==> config.mk <==
export PLATFORM = sky130hd
export DESIGN_NAME = condicionador_botoes_flat
export DESIGN_NICKNAME = d
export VERILOG_FILES = /design/src/rtl/condicionador_botoes_if.sv /design/src/rtl/condicionador_botoes.sv /design/src/flat_wrapper.sv
export SDC_FILE = /design/constraint.sdc
export NUM_CORES = 1
export LEC_CHECK = 0
export ABC_AREA = 0
export CORE_MARGIN = 1.5
export CORE_UTILIZATION = 40
export DETAILED_ROUTE_END_ITERATION = 8
export HOLD_SLACK_MARGIN = 0.1
export SLEW_MARGIN = 30
export SYNTH_ARGS = -nofsm -noshare
export SYNTH_HDL_FRONTEND = slang
export SYNTH_SLANG_ARGS = --single-unit
==> constraint.sdc <==
create_clock -name clock -period 1.91 [get_ports clock]
set_clock_uncertainty 0.15 [all_clocks]
set_input_delay 0.2865 -clock clock [delete_from_list [all_inputs] [get_ports clock]]
set_output_delay 0.2865 -clock clock [all_outputs]
set_load 0.1 [all_outputs]
==> src/rtl/condicionador_botoes_if.sv <==
// Button-conditioner bus: raw button levels and the game enable going in,
// the conditioned play, its strobes and the debug state coming out.
interface condicionador_botoes_if;
    logic [3:0] botoes_raw;
    logic       habilita;
    logic [3:0] jogada;
    logic       tem_jogada;
    logic       jogada_invalida;
    logic [2:0] db_estado;

    // Side that drives the buttons and consumes the conditioned play.
    modport master (
        output botoes_raw,
        output habilita,
        input  jogada,
        input  tem_jogada,
        input  jogada_invalida,
        input  db_estado
    );

    // Conditioner side.
    modport slave (
        input  botoes_raw,
        input  habilita,
        output jogada,
        output tem_jogada,
        output jogada_invalida,
        output db_estado
    );
endinterface

==> src/rtl/condicionador_botoes.sv <==
// Button conditioner: two-stage synchroniser, debounce filter, multi-press
// rejection and release-before-next-press, producing a one-hot play with a
// single-cycle strobe per physical press. All outputs come straight from flops.
module condicionador_botoes #(
    parameter int DEBOUNCE = 3
) (
    input  logic                   clock,
    input  logic                   reset,
    condicionador_botoes_if.slave  bus
);

    localparam int CW = $clog2(DEBOUNCE);
    localparam logic [CW-1:0] CNT_ZERO = CW'(0);
    localparam logic [CW-1:0] CNT_ONE  = CW'(1);
    localparam logic [CW-1:0] CNT_MAX  = CW'(DEBOUNCE - 1);

    typedef enum logic [2:0] {
        ESPERA   = 3'b000,
        FILTRA   = 3'b001,
        ACEITA   = 3'b010,
        INVALIDA = 3'b011,
        SOLTA    = 3'b100
    } estado_t;

    // True when exactly one button bit is set.
    function automatic logic is_one_hot(input logic [3:0] v);
        return (v != 4'b0000) && ((v & (v - 4'b0001)) == 4'b0000);
    endfunction

    logic [3:0]    s1_q, s2_q;
    logic [3:0]    sample_q, sample_d;
    logic [CW-1:0] cnt_q, cnt_d;
    estado_t       state_q, state_d;
    logic [3:0]    jogada_q, jogada_d;
    logic          tem_jogada_q, tem_jogada_d;
    logic          invalida_q, invalida_d;

    // Two-flop synchroniser; only s2_q is ever looked at by the FSM.
    always_ff @(posedge clock) begin
        if (!reset) begin
            s1_q <= 4'b0000;
            s2_q <= 4'b0000;
        end else begin
            s1_q <= bus.botoes_raw;
            s2_q <= s1_q;
        end
    end

    // Next-state logic: debounce counting, the accept/reject decision and release wait.
    always_comb begin
        state_d  = state_q;
        sample_d = sample_q;
        cnt_d    = cnt_q;
        jogada_d = jogada_q;
        case (state_q)
            ESPERA: begin
                if (s2_q != 4'b0000) begin
                    sample_d = s2_q;
                    cnt_d    = CNT_ZERO;
                    state_d  = FILTRA;
                end else begin
                    state_d  = ESPERA;
                end
            end
            FILTRA: begin
                if (s2_q == 4'b0000) begin
                    state_d = ESPERA;
                end else if (s2_q != sample_q) begin
                    // Pattern changed mid-filter: restart stability count on the new one.
                    sample_d = s2_q;
                    cnt_d    = CNT_ZERO;
                end else if (cnt_q != CNT_MAX) begin
                    cnt_d = cnt_q + CNT_ONE;
                end else begin
                    // Stable long enough: decide. The release wait always starts from zero.
                    cnt_d = CNT_ZERO;
                    if (!is_one_hot(sample_q)) begin
                        state_d = INVALIDA;
                    end else if (bus.habilita) begin
                        state_d  = ACEITA;
                        jogada_d = sample_q;
                    end else begin
                        state_d = SOLTA;
                    end
                end
            end
            ACEITA: begin
                state_d = SOLTA;
                cnt_d   = CNT_ZERO;
            end
            INVALIDA: begin
                state_d = SOLTA;
                cnt_d   = CNT_ZERO;
            end
            SOLTA: begin
                if (s2_q != 4'b0000) begin
                    cnt_d = CNT_ZERO;
                end else if (cnt_q == CNT_MAX) begin
                    state_d = ESPERA;
                end else begin
                    cnt_d = cnt_q + CNT_ONE;
                end
            end
            default: begin
                state_d = ESPERA;
                cnt_d   = CNT_ZERO;
            end
        endcase
    end

    // Strobes are derived from the next state so they are registered alongside it.
    always_comb begin
        tem_jogada_d = (state_d == ACEITA);
        invalida_d   = (state_d == INVALIDA);
    end

    // FSM state and output registers.
    always_ff @(posedge clock) begin
        if (!reset) begin
            state_q      <= ESPERA;
            sample_q     <= 4'b0000;
            cnt_q        <= CNT_ZERO;
            jogada_q     <= 4'b0000;
            tem_jogada_q <= 1'b0;
            invalida_q   <= 1'b0;
        end else begin
            state_q      <= state_d;
            sample_q     <= sample_d;
            cnt_q        <= cnt_d;
            jogada_q     <= jogada_d;
            tem_jogada_q <= tem_jogada_d;
            invalida_q   <= invalida_d;
        end
    end

    assign bus.jogada          = jogada_q;
    assign bus.tem_jogada      = tem_jogada_q;
    assign bus.jogada_invalida = invalida_q;
    assign bus.db_estado       = state_q;

endmodule

==> src/flat_wrapper.sv <==
// flat-port wrapper written by rule: the top's interface ports become plain ports
module condicionador_botoes_flat 
#(
    parameter int DEBOUNCE = 3
)
  (clock, reset, bus_botoes_raw, bus_habilita, bus_jogada, bus_tem_jogada, bus_jogada_invalida, bus_db_estado);
  condicionador_botoes_if bus_i ();
  input  logic clock;
  input  logic reset;
  input wire logic [$bits(bus_i.botoes_raw)-1:0] bus_botoes_raw;
  input wire logic [$bits(bus_i.habilita)-1:0] bus_habilita;
  output wire logic [$bits(bus_i.jogada)-1:0] bus_jogada;
  output wire logic [$bits(bus_i.tem_jogada)-1:0] bus_tem_jogada;
  output wire logic [$bits(bus_i.jogada_invalida)-1:0] bus_jogada_invalida;
  output wire logic [$bits(bus_i.db_estado)-1:0] bus_db_estado;
  assign bus_i.botoes_raw = bus_botoes_raw;
  assign bus_i.habilita = bus_habilita;
  assign bus_jogada = bus_i.jogada;
  assign bus_tem_jogada = bus_i.tem_jogada;
  assign bus_jogada_invalida = bus_i.jogada_invalida;
  assign bus_db_estado = bus_i.db_estado;
  condicionador_botoes #(.DEBOUNCE(DEBOUNCE)) u_core (.clock(clock), .reset(reset), .bus(bus_i));
endmodule
======== After elaboration in Yosys (flattened, before gate mapping) ========
Index checks and enable logic that the tools add are counted.
storage, ports and cells
  register bits ........................... 23
  word-level logic and storage cells ...... 58
cells by class
  bitwise logic cells ..................... 4
  reduce and logical (&&, ||, !) cells .... 11
  mux-type cells .......................... 20
  $add $sub $neg .......................... 2
  eq/ne operators ......................... 13
operator list
  cell                 count
  $mux 3               7
  $eq 3x2->1 const B   4
  $mux 2               6
  $mux 4               3
  $pmux 3 s4           1
  $logic_not 4->1      2
  $pmux 4 s2           1
  $reduce_bool 4->1    2
  $pmux 2 s3           1
  $reduce_and 6->1     1
  $and 4x4->4          1
  $ne 2x1->1 const B   2
  $ne 2x2->1 const B   2
  $ne 4x4->1           1
  $reduce_and 4->1     1
  $sub 4x1->4 const B  1
  $eq 3x1->1 const B   1
  $eq 3x3->1 const B   1
  $logic_not 3->1      1
  $ne 3x2->1 const B   1
  $not 1->1            3
  $reduce_and 3->1     1
  $add 2x1->2 const B  1
  $eq 2x2->1 const B   1
  other kinds (4)      4

======== Logic depth before layout (Yosys ltp) ========
Gate-level depths: netlist (run 1).
  word-level depth ........................ 10
  depth in mapped cells ................... 6

======== Worst setup path after synthesis (run 1) ========
Ideal clock, no wire load.
  path type ............................... flip-flop to flip-flop
  start point ............................. reg u_core.state_q[2] (netlist: u_core.bus.db_estado[2])
  end point ............................... reg u_core.cnt_q[0]
  path slack .............................. -0.306 ns
  data arrival time ....................... 1.947 ns
  cell stages (with the launch flop) ...... 6
  required time ........................... 1.641 ns
  cells stage by stage .................... dfxtp_1 -> clkbuf_1 -> nor2_1 -> and3_1 -> and3_1 -> o221a_2
between the ends
  longest elaborated chain between the ends .. 3
  elaborated cells between the ends (all ways) .. 8
  classes of those cells .................. eq/ne (5); mux (1); reduce/logical (2)
ends and longest elaborated chain
  element                                              line                         text
  start, declared                                      condicionador_botoes.sv:33   estado_t state_q, state_d;
  start signal, assigned                               condicionador_botoes.sv:127  state_q <= state_d;
  $eq 3x3->1 (tied with other cells)                   condicionador_botoes.sv:55   case (state_q)
  $ne 3x2->1 (no source line) (tied with other cells)  n/a
  $reduce_and 3->1 (no source line)                    n/a
  end signal, assigned                                 condicionador_botoes.sv:129  cnt_q <= cnt_d;
  end, declared                                        condicionador_botoes.sv:32   logic [CW-1:0] cnt_q, cnt_d;
Several ways; a longest one is shown, not always the timed one.
A chain may end at the register's enable or synchronous reset.

======== Worst setup path after layout (run 1) ========
  start point ............................. reg u_core.sample_q[2]
  end point ............................... reg u_core.jogada_q[2] (netlist: u_core.bus.jogada[2])
between the ends
  longest elaborated chain between the ends .. 5
  elaborated cells between the ends (all ways) .. 8
  classes of those cells .................. add/sub (1); eq/ne (1); bitwise (2); reduce/logical (4)
ends and longest elaborated chain
  element                            line                         text
  start, declared                    condicionador_botoes.sv:31   logic [3:0] sample_q, sample_d;
  start signal, assigned             condicionador_botoes.sv:128  sample_q <= sample_d;
  $sub 4x1->4                        condicionador_botoes.sv:27   return (v != 4'b0000) && ((v & (v - 4'b0001)) == 4'b0000);
  $and 4x4->4                        condicionador_botoes.sv:27
  $logic_not 4->1                    condicionador_botoes.sv:27
  $logic_and 1x1->1                  condicionador_botoes.sv:27
  $reduce_and 6->1 (no source line)  n/a
  end signal, assigned               condicionador_botoes.sv:130  jogada_q <= jogada_d;
  end, declared                      condicionador_botoes.sv:34   logic [3:0] jogada_q, jogada_d;
Several ways; a longest one is shown, not always the timed one.

==> results of run 1 <==
cell type report:
type	count	area (um2)	share of cell area (%)
clock inverter	1	5.00	0.382
inverter	3	11.3	0.859
multi-input combinational	71	533	40.6
timing repair buffer	18	238	18.1
tap	30	37.5	2.86
sequential	23	464	35.4
clock buffer	3	22.5	1.72
per-stage QoR:
| step | hold slack, ns | std cells | utilization, % | instance area, um2 | setup WS, ns |
|---|---|---|---|---|---|
| after floorplan | 0.262 | 104 | - | 1040 | 0.0263 |
| after global placement | 0.265 | 145 | 51.8 | 1280 | 0.198 |
| after CTS | 0.299 | 149 | 52.9 | 1310 | 0.170 |
| after global routing | 0.322 | 149 | 52.9 | 1310 | 0.0104 |
| final | 0.296 | 149 | 52.9 | 1310 | 0.178 |
| after detailed placement | 0.268 | 145 | 51.8 | 1280 | 0.170 |
routing by layer:
metal  up-vias  GRT usage, %  routed length (um)
li1        390             -                   -
met1       355          17.9                 815
met2        18          23.8                 781
met3         2          5.83                  81
met4         0          3.75                  15
met5         -             0                   0
worst paths after layout:
kind,start,endpoint,slack [ns],cells after the start
hold / removal,u_core.s1_q[3],u_core.s2_q[3],0.30,1
setup / recovery,u_core.sample_q[2],u_core.bus.jogada[2],0.18,4
hold reg to reg,u_core.s1_q[3],u_core.s2_q[3],0.30,1
setup reg to reg,u_core.sample_q[2],u_core.bus.jogada[2],0.18,4
placed cells by master (no fill, tap or decap), types with 2 or more instances in the layout:
cell and instances:
sky130_fd_sc_hd__a21oi_1 3, sky130_fd_sc_hd__and2_1 8, sky130_fd_sc_hd__and3_1 6, sky130_fd_sc_hd__and4b_1 2, sky130_fd_sc_hd__buf_12 7, sky130_fd_sc_hd__buf_4 5
sky130_fd_sc_hd__clkbuf_4 3, sky130_fd_sc_hd__clkdlybuf4s50_1 6, sky130_fd_sc_hd__dfxtp_1 20, sky130_fd_sc_hd__dfxtp_2 3, sky130_fd_sc_hd__ha_1 3, sky130_fd_sc_hd__inv_1 3
sky130_fd_sc_hd__mux2i_1 8, sky130_fd_sc_hd__nand2_1 10, sky130_fd_sc_hd__nand2b_1 2, sky130_fd_sc_hd__nor2_1 2, sky130_fd_sc_hd__nor2b_1 4, sky130_fd_sc_hd__nor4b_1 2
sky130_fd_sc_hd__o211a_1 2, sky130_fd_sc_hd__o21ai_0 2, sky130_fd_sc_hd__o221a_2 2, sky130_fd_sc_hd__xor2_1 4
state kept, by name (all words and copies together) (netlist names):
| name | flops |
|---|---|
| u_core.bus.jogada | 4 |
| u_core.s1_q | 4 |
| u_core.s2_q | 4 |
| u_core.sample_q | 4 |
| u_core.bus.db_estado | 3 |
| u_core.cnt_q | 2 |
| u_core.bus.jogada_invalida | 1 |
| u_core.bus.tem_jogada | 1 |
power breakdown:
group          total (W)  switching (W)  internal (W)
registers       0.000514      0.0000177      0.000496
clock network   0.000221       0.000143     0.0000781
logic           0.000131      0.0000645     0.0000662
worst max-delay path, stage by stage, from the launching register on:
cell                       delay [ns]
sky130_fd_sc_hd__dfxtp_1         0.45
sky130_fd_sc_hd__nor4b_1         0.34
sky130_fd_sc_hd__a211oi_2        0.13
sky130_fd_sc_hd__and4b_1         0.41
sky130_fd_sc_hd__mux2i_1         0.20
kinds of logic (layout without fill, tap and decap cells):
logic type      Yosys count  after routing
buf+inv                  10             25
flops                    23             23
mux                       8              8
xor+xnor                  5              5
simple gates             42             42
fa+ha+maj                 3              3
compound gates           13             13
==> summary.txt, run 1 <==
Run status
  – Result of the run: finished, final reports clean

Synth
  – Synthesis Warnings: 0
  – Post-synth EDFFs: 0
  – Total nets after synthesis: 114
  – Distinct cell type count of the synthesized netlist: 31
  – Fraction of synthesized cell area in xor and xnor cells: 4.21%
  – Netlist area before placement: 1040 um2
  – Biggest area consumer among synthesized cells: sky130_fd_sc_hd__dfxtp_1
  – Top cell type's share of synthesized area: 44.2%
  – Yosys reg bits: 23
  – Most used standard cells in the synthesized netlist: 23 x sky130_fd_sc_hd__dfxtp_1, 10 x sky130_fd_sc_hd__nand2_1, 8 x sky130_fd_sc_hd__and2_1, 8 x sky130_fd_sc_hd__mux2i_1, 6 x sky130_fd_sc_hd__and3_1
  – Library cell with the highest instance count after synthesis: sky130_fd_sc_hd__dfxtp_1
  – Area share of and/or/nand/nor cells after synthesis: 25.7%
  – Async SR Flop Fraction: 0%
  – Most instantiated flip-flop cell in the synthesis netlist: sky130_fd_sc_hd__dfxtp_1
  – Share of the synthesized area in compound gates (AO/OA/AOI/OAI): 9.98%
  – Sequential cell area fraction in the yosys report: 44.2%
  – Synthesized-area fraction occupied by adder cells: 3.61%
  – Synth Area per Inst: 10.0 um2
  – Synthesized netlist cell count: 104
  – Top area cells in the synthesized netlist: sky130_fd_sc_hd__dfxtp_1 44%, sky130_fd_sc_hd__mux2i_1 7.7%, sky130_fd_sc_hd__and2_1 4.8%
  – Proportion of synthesized area in mux cells: 7.69%
  – Largest family of logic cells by synthesized area: simple AND/OR/NAND/NOR gates

Power
  – Pwr/cell area: 660 nW/um2
  – Final total power: 0.000866 W
  – IR drop worst, VDD: 640 uV
  – Leak pwr: 0.570 nW

Floorplan
  – Die Y-Extent: 54.0 um
  – Boundary Pins: 16
  – Width of the die: 54.0 um
  – Core region area: 2480 um2
  – Die outline area: 2920 um2
  – Effective utilization at floorplan: 42.0%
  – Core Rows: 18

CTS
  – CTS H-Tree Depth: 1
  – Clock sinks: 23
  – Number of buffers added by the clock tree synthesis step: 3
  – # hold bufs at CTS: 0
  – CTS max path bufs: 2
  – Post_cts resized: 0
  – Clock Latency Late Sink: 0.31 ns
  – Post-CTS setup buffers: 0
  – Register clock-pin slew on the reported worst setup and hold paths: 0.12 ns
  – Clock root cell: sky130_fd_sc_hd__clkbuf_4
  – TritonCTS clock tree: done

STA
  – Final Hold Viols: 0
  – Share of the clock period used by the worst path: 90.7%
  – Slew Limit Headroom: 75.3%
  – Setup repair after global routing missed its margin: false
  – Maximum achievable frequency: 577 MHz
  – Setup violations, final: 0
  – Fin crit period: 1.73 ns
  – Total negative setup slack: 0 ns
  – Final Max Slew Viols: 0
  – Worst Tran Pin Value: 0.368 ns

Critical path
  – Startpoint type of the worst setup path: flip-flop
  – Kind of capture point of the worst setup path: flip-flop
  – Required time worst endpoint: 2.01 ns
  – Data arrival, critical path: 1.83 ns
  – Setup Crit Path Kind: flip-flop to flip-flop
  – Largest fanout of any net on the critical path: 6

Global route
  – Maximum number of pins on one net before global-route repair: 28
  – Sum of overflow across all layers after global routing: 0
  – Global-route wire length before repair: 2980 um
  – Via count of the first global-routing pass: 690
  – Total track usage: 14.6%
  – Initial antenna violation count: 0

Hold path
  – Path category of the worst min-delay check: flip-flop to flip-flop

Layout
  – Share of layout cells above drive strength 1: 21.0%
  – Diodes inserted: 0
  – Fill count: 242
  – Post-layout net count: 130
  – Area added between synthesis and finish: 26.0%

Detailed routing
  – Via total after detailed routing: 765
  – Vias per cell: 5.13
  – Final WL: 1690 um
  – DRC violation count after routing: 0
  – Iteration-0 DRC count of the detailed router: 15
  – Drt wl/cell: 11.4 um
  – Post-route ant nets: 0
  – Count of TritonRoute iterations in the first routing pass: 4

Job
  – Max-Cap Viols: 0

Place
  – Final weighted congestion of routability-driven global placement: 0.681
  – Number of buffer cells added on primary ports: 15
  – Final HPWL DP: 1200 um
No activity file was read; power rests on OpenSTA's default activity.
==> run 2: changes to the inputs <==
- ABC_AREA: 0 -> unset
- CTS_CLUSTER_SIZE: unset -> 40
==> results of run 2 <==
Same layout as run 1: the final DEF is identical, and so are final timing and power.
==> run 3: changes to the inputs <==
- CORE_MARGIN: 1.5 -> unset
==> run 3 against run 2 <==
  * Routed wire length fell by 1.8%
  * Non-clock buffer count is the same
  * Clock power rose by 4%
  * Core utilization up 0.10 points
  * Critical path type unchanged
  * Sequential power about the same
  * Flip-flop and latch count is the same
  * Clock-buffer cell count did not move
==> summary.txt, run 3 (synthesis results as in run 1) <==
Global route
  – Global-route wire length before repair: 2900 um (-2.6%)
  – Maximum number of pins on one net before global-route repair: 28 (unchanged)
  – Via count of the first global-routing pass: 689 (-0.14%)
  – Total track usage: 14.6% (about the same)
  – Sum of overflow across all layers after global routing: 0 (unchanged)
  – Initial antenna violation count: 0 (unchanged)

STA
  – Setup repair after global routing missed its margin: false
  – Share of the clock period used by the worst path: 91.5% (+0.76 points)
  – Maximum achievable frequency: 572 MHz (-0.83%)
  – Total negative setup slack: 0 ns (unchanged)
  – Slew Limit Headroom: 75.2% (about the same)
  – Final Max Slew Viols: 0 (unchanged)
  – Setup violations, final: 0 (unchanged)
  – Worst Tran Pin Value: 0.369 ns (+0.00101 ns)
  – Final Hold Viols: 0 (unchanged)
  – Fin crit period: 1.75 ns (+0.0146 ns)

Layout
  – Sequential cell area: 464 um2 (unchanged)
  – Area added between synthesis and finish: 26.2%
  – Most common cell after layout, fill and taps aside: sky130_fd_sc_hd__dfxtp_1
  – Fill count: 232 (-4.1%)
  – Final non-filler cell total: 149 (unchanged)
  – Share of layout cells above drive strength 1: 21.0% (unchanged)
  – Post-layout net count: 130 (unchanged)
  – Diodes inserted: 0 (unchanged)
  – Most frequent cells in the layout: 20 x sky130_fd_sc_hd__dfxtp_1, 10 x sky130_fd_sc_hd__nand2_1, 8 x sky130_fd_sc_hd__mux2i_1, 8 x sky130_fd_sc_hd__and2_1, 7 x sky130_fd_sc_hd__buf_12
  – Area occupied by multi-input gates: 533 um2 (unchanged)

Floorplan
  – Die outline area: 2810 um2 (-3.7%)
  – Die Y-Extent: 53.0 um (-1.9%)
  – Core region area: 2480 um2 (unchanged)
  – Width of the die: 53.0 um (-1.9%)
  – Core Rows: 18 (unchanged)
  – Boundary Pins: 16 (unchanged)
  – Effective utilization at floorplan: 42.0% (unchanged)

CTS
  – Clock root cell: sky130_fd_sc_hd__clkbuf_4
  – CTS max path bufs: 2 (unchanged)
  – Post_cts resized: 0 (unchanged)
  – Clock Latency Late Sink: 0.31 ns (about the same)
  – # hold bufs at CTS: 0 (unchanged)
  – Register clock-pin slew on the reported worst setup and hold paths: 0.13 ns (about the same)
  – Clock sinks: 23 (unchanged)
  – Post-CTS setup buffers: 0 (unchanged)
  – Number of buffers added by the clock tree synthesis step: 3 (unchanged)
  – CTS H-Tree Depth: 1 (unchanged)
  – TritonCTS clock tree: done

Power
  – IR drop worst, VDD: 616 uV (-3.8%)
  – Leak pwr: 0.566 nW (-0.66%)
  – Pwr/cell area: 665 nW/um2 (+0.73%)

Detailed routing
  – Count of TritonRoute iterations in the first routing pass: 3 (-1)
  – Final WL: 1660 um (-1.8%)
  – Post-route ant nets: 0 (unchanged)
  – Drt wl/cell: 11.2 um (-1.8%)
  – Vias per cell: 5.07 (-1.3%)
  – Via total after detailed routing: 755 (-1.3%)
  – DRC violation count after routing: 0 (unchanged)
  – Iteration-0 DRC count of the detailed router: 16 (+1)

Place
  – Final HPWL DP: 1190 um (-1.4%)
  – Final weighted congestion of routability-driven global placement: 0.721 (+5.9%)
  – Number of buffer cells added on primary ports: 15 (unchanged)
  – Cell Count Post-Placement: 145 (unchanged)

Critical path
  – Data arrival, critical path: 1.84 ns (about the same)
  – Startpoint type of the worst setup path: flip-flop
  – Setup Crit Path Kind: flip-flop to flip-flop
  – Kind of capture point of the worst setup path: flip-flop
  – Required time worst endpoint: 2.01 ns (about the same)
  – Largest fanout of any net on the critical path: 6 (unchanged)

Job
  – Max-Cap Viols: 0 (unchanged)

Run status
  – Result of the run: finished, final reports clean

Hold path
  – Path category of the worst min-delay check: flip-flop to flip-flop
-- run 3: worst max-delay path, cell delays in order (launching register included) --
cell                       delay [ns]
sky130_fd_sc_hd__dfxtp_1         0.45
sky130_fd_sc_hd__nor4b_1         0.34
sky130_fd_sc_hd__a211oi_2        0.13
sky130_fd_sc_hd__and4b_1         0.41
sky130_fd_sc_hd__mux2i_1         0.20
-- run 3: where the power goes --
part	switching, W	internal [W]	leakage (nW)
clock network	0.000149	0.0000798	0.0139
registers	0.0000174	0.000496	0.189
logic	0.0000649	0.0000664	0.363
-- run 3: metrics by stage --
step | total power (W) | area [um2] | util (%) | hold slack (ns) | setup slack, ns
CTS | 0.000886 | 1310 | 53.0 | 0.300 | 0.149
global route | 0.000925 | 1310 | 53.0 | 0.314 | 0.0111
detailed placement | 0.000656 | 1280 | 51.8 | 0.268 | 0.169
floorplan | 0.000610 | 1040 | - | 0.262 | 0.0263
global placement | 0.000654 | 1280 | 51.8 | 0.265 | 0.198
finish | 0.000874 | 1310 | 53.0 | 0.297 | 0.163
-- run 3: final cells by class --
cell class,count,share of cell area (%)
Clock buffer,3,1.71
Clock inverter,1,0.571
Inverter,3,0.857
Multi-Input combinational cell,71,40.6
Sequential cell,23,35.3
Tap cell,30,2.86
Timing Repair Buffer,18,18.1
-- run 3: path summary, 6_finish.rpt --
check,from,to,slack [ns],depth (start not counted)
hold reg to reg,u_core.s1_q[3],u_core.s2_q[3],0.30,1
setup / recovery,u_core.sample_q[2],u_core.bus.jogada[1],0.16,4
hold / removal,u_core.s1_q[3],u_core.s2_q[3],0.30,1
setup reg to reg,u_core.sample_q[2],u_core.bus.jogada[1],0.16,4
-- run 3: per-layer routing --
layer	GRT usage (%)	routed length, um	up-vias
met4	3.95	15	0
li1	-	-	391
met2	24.1	740	15
met1	17.3	832	347
met3	6.03	74	2
met5	0	0	-
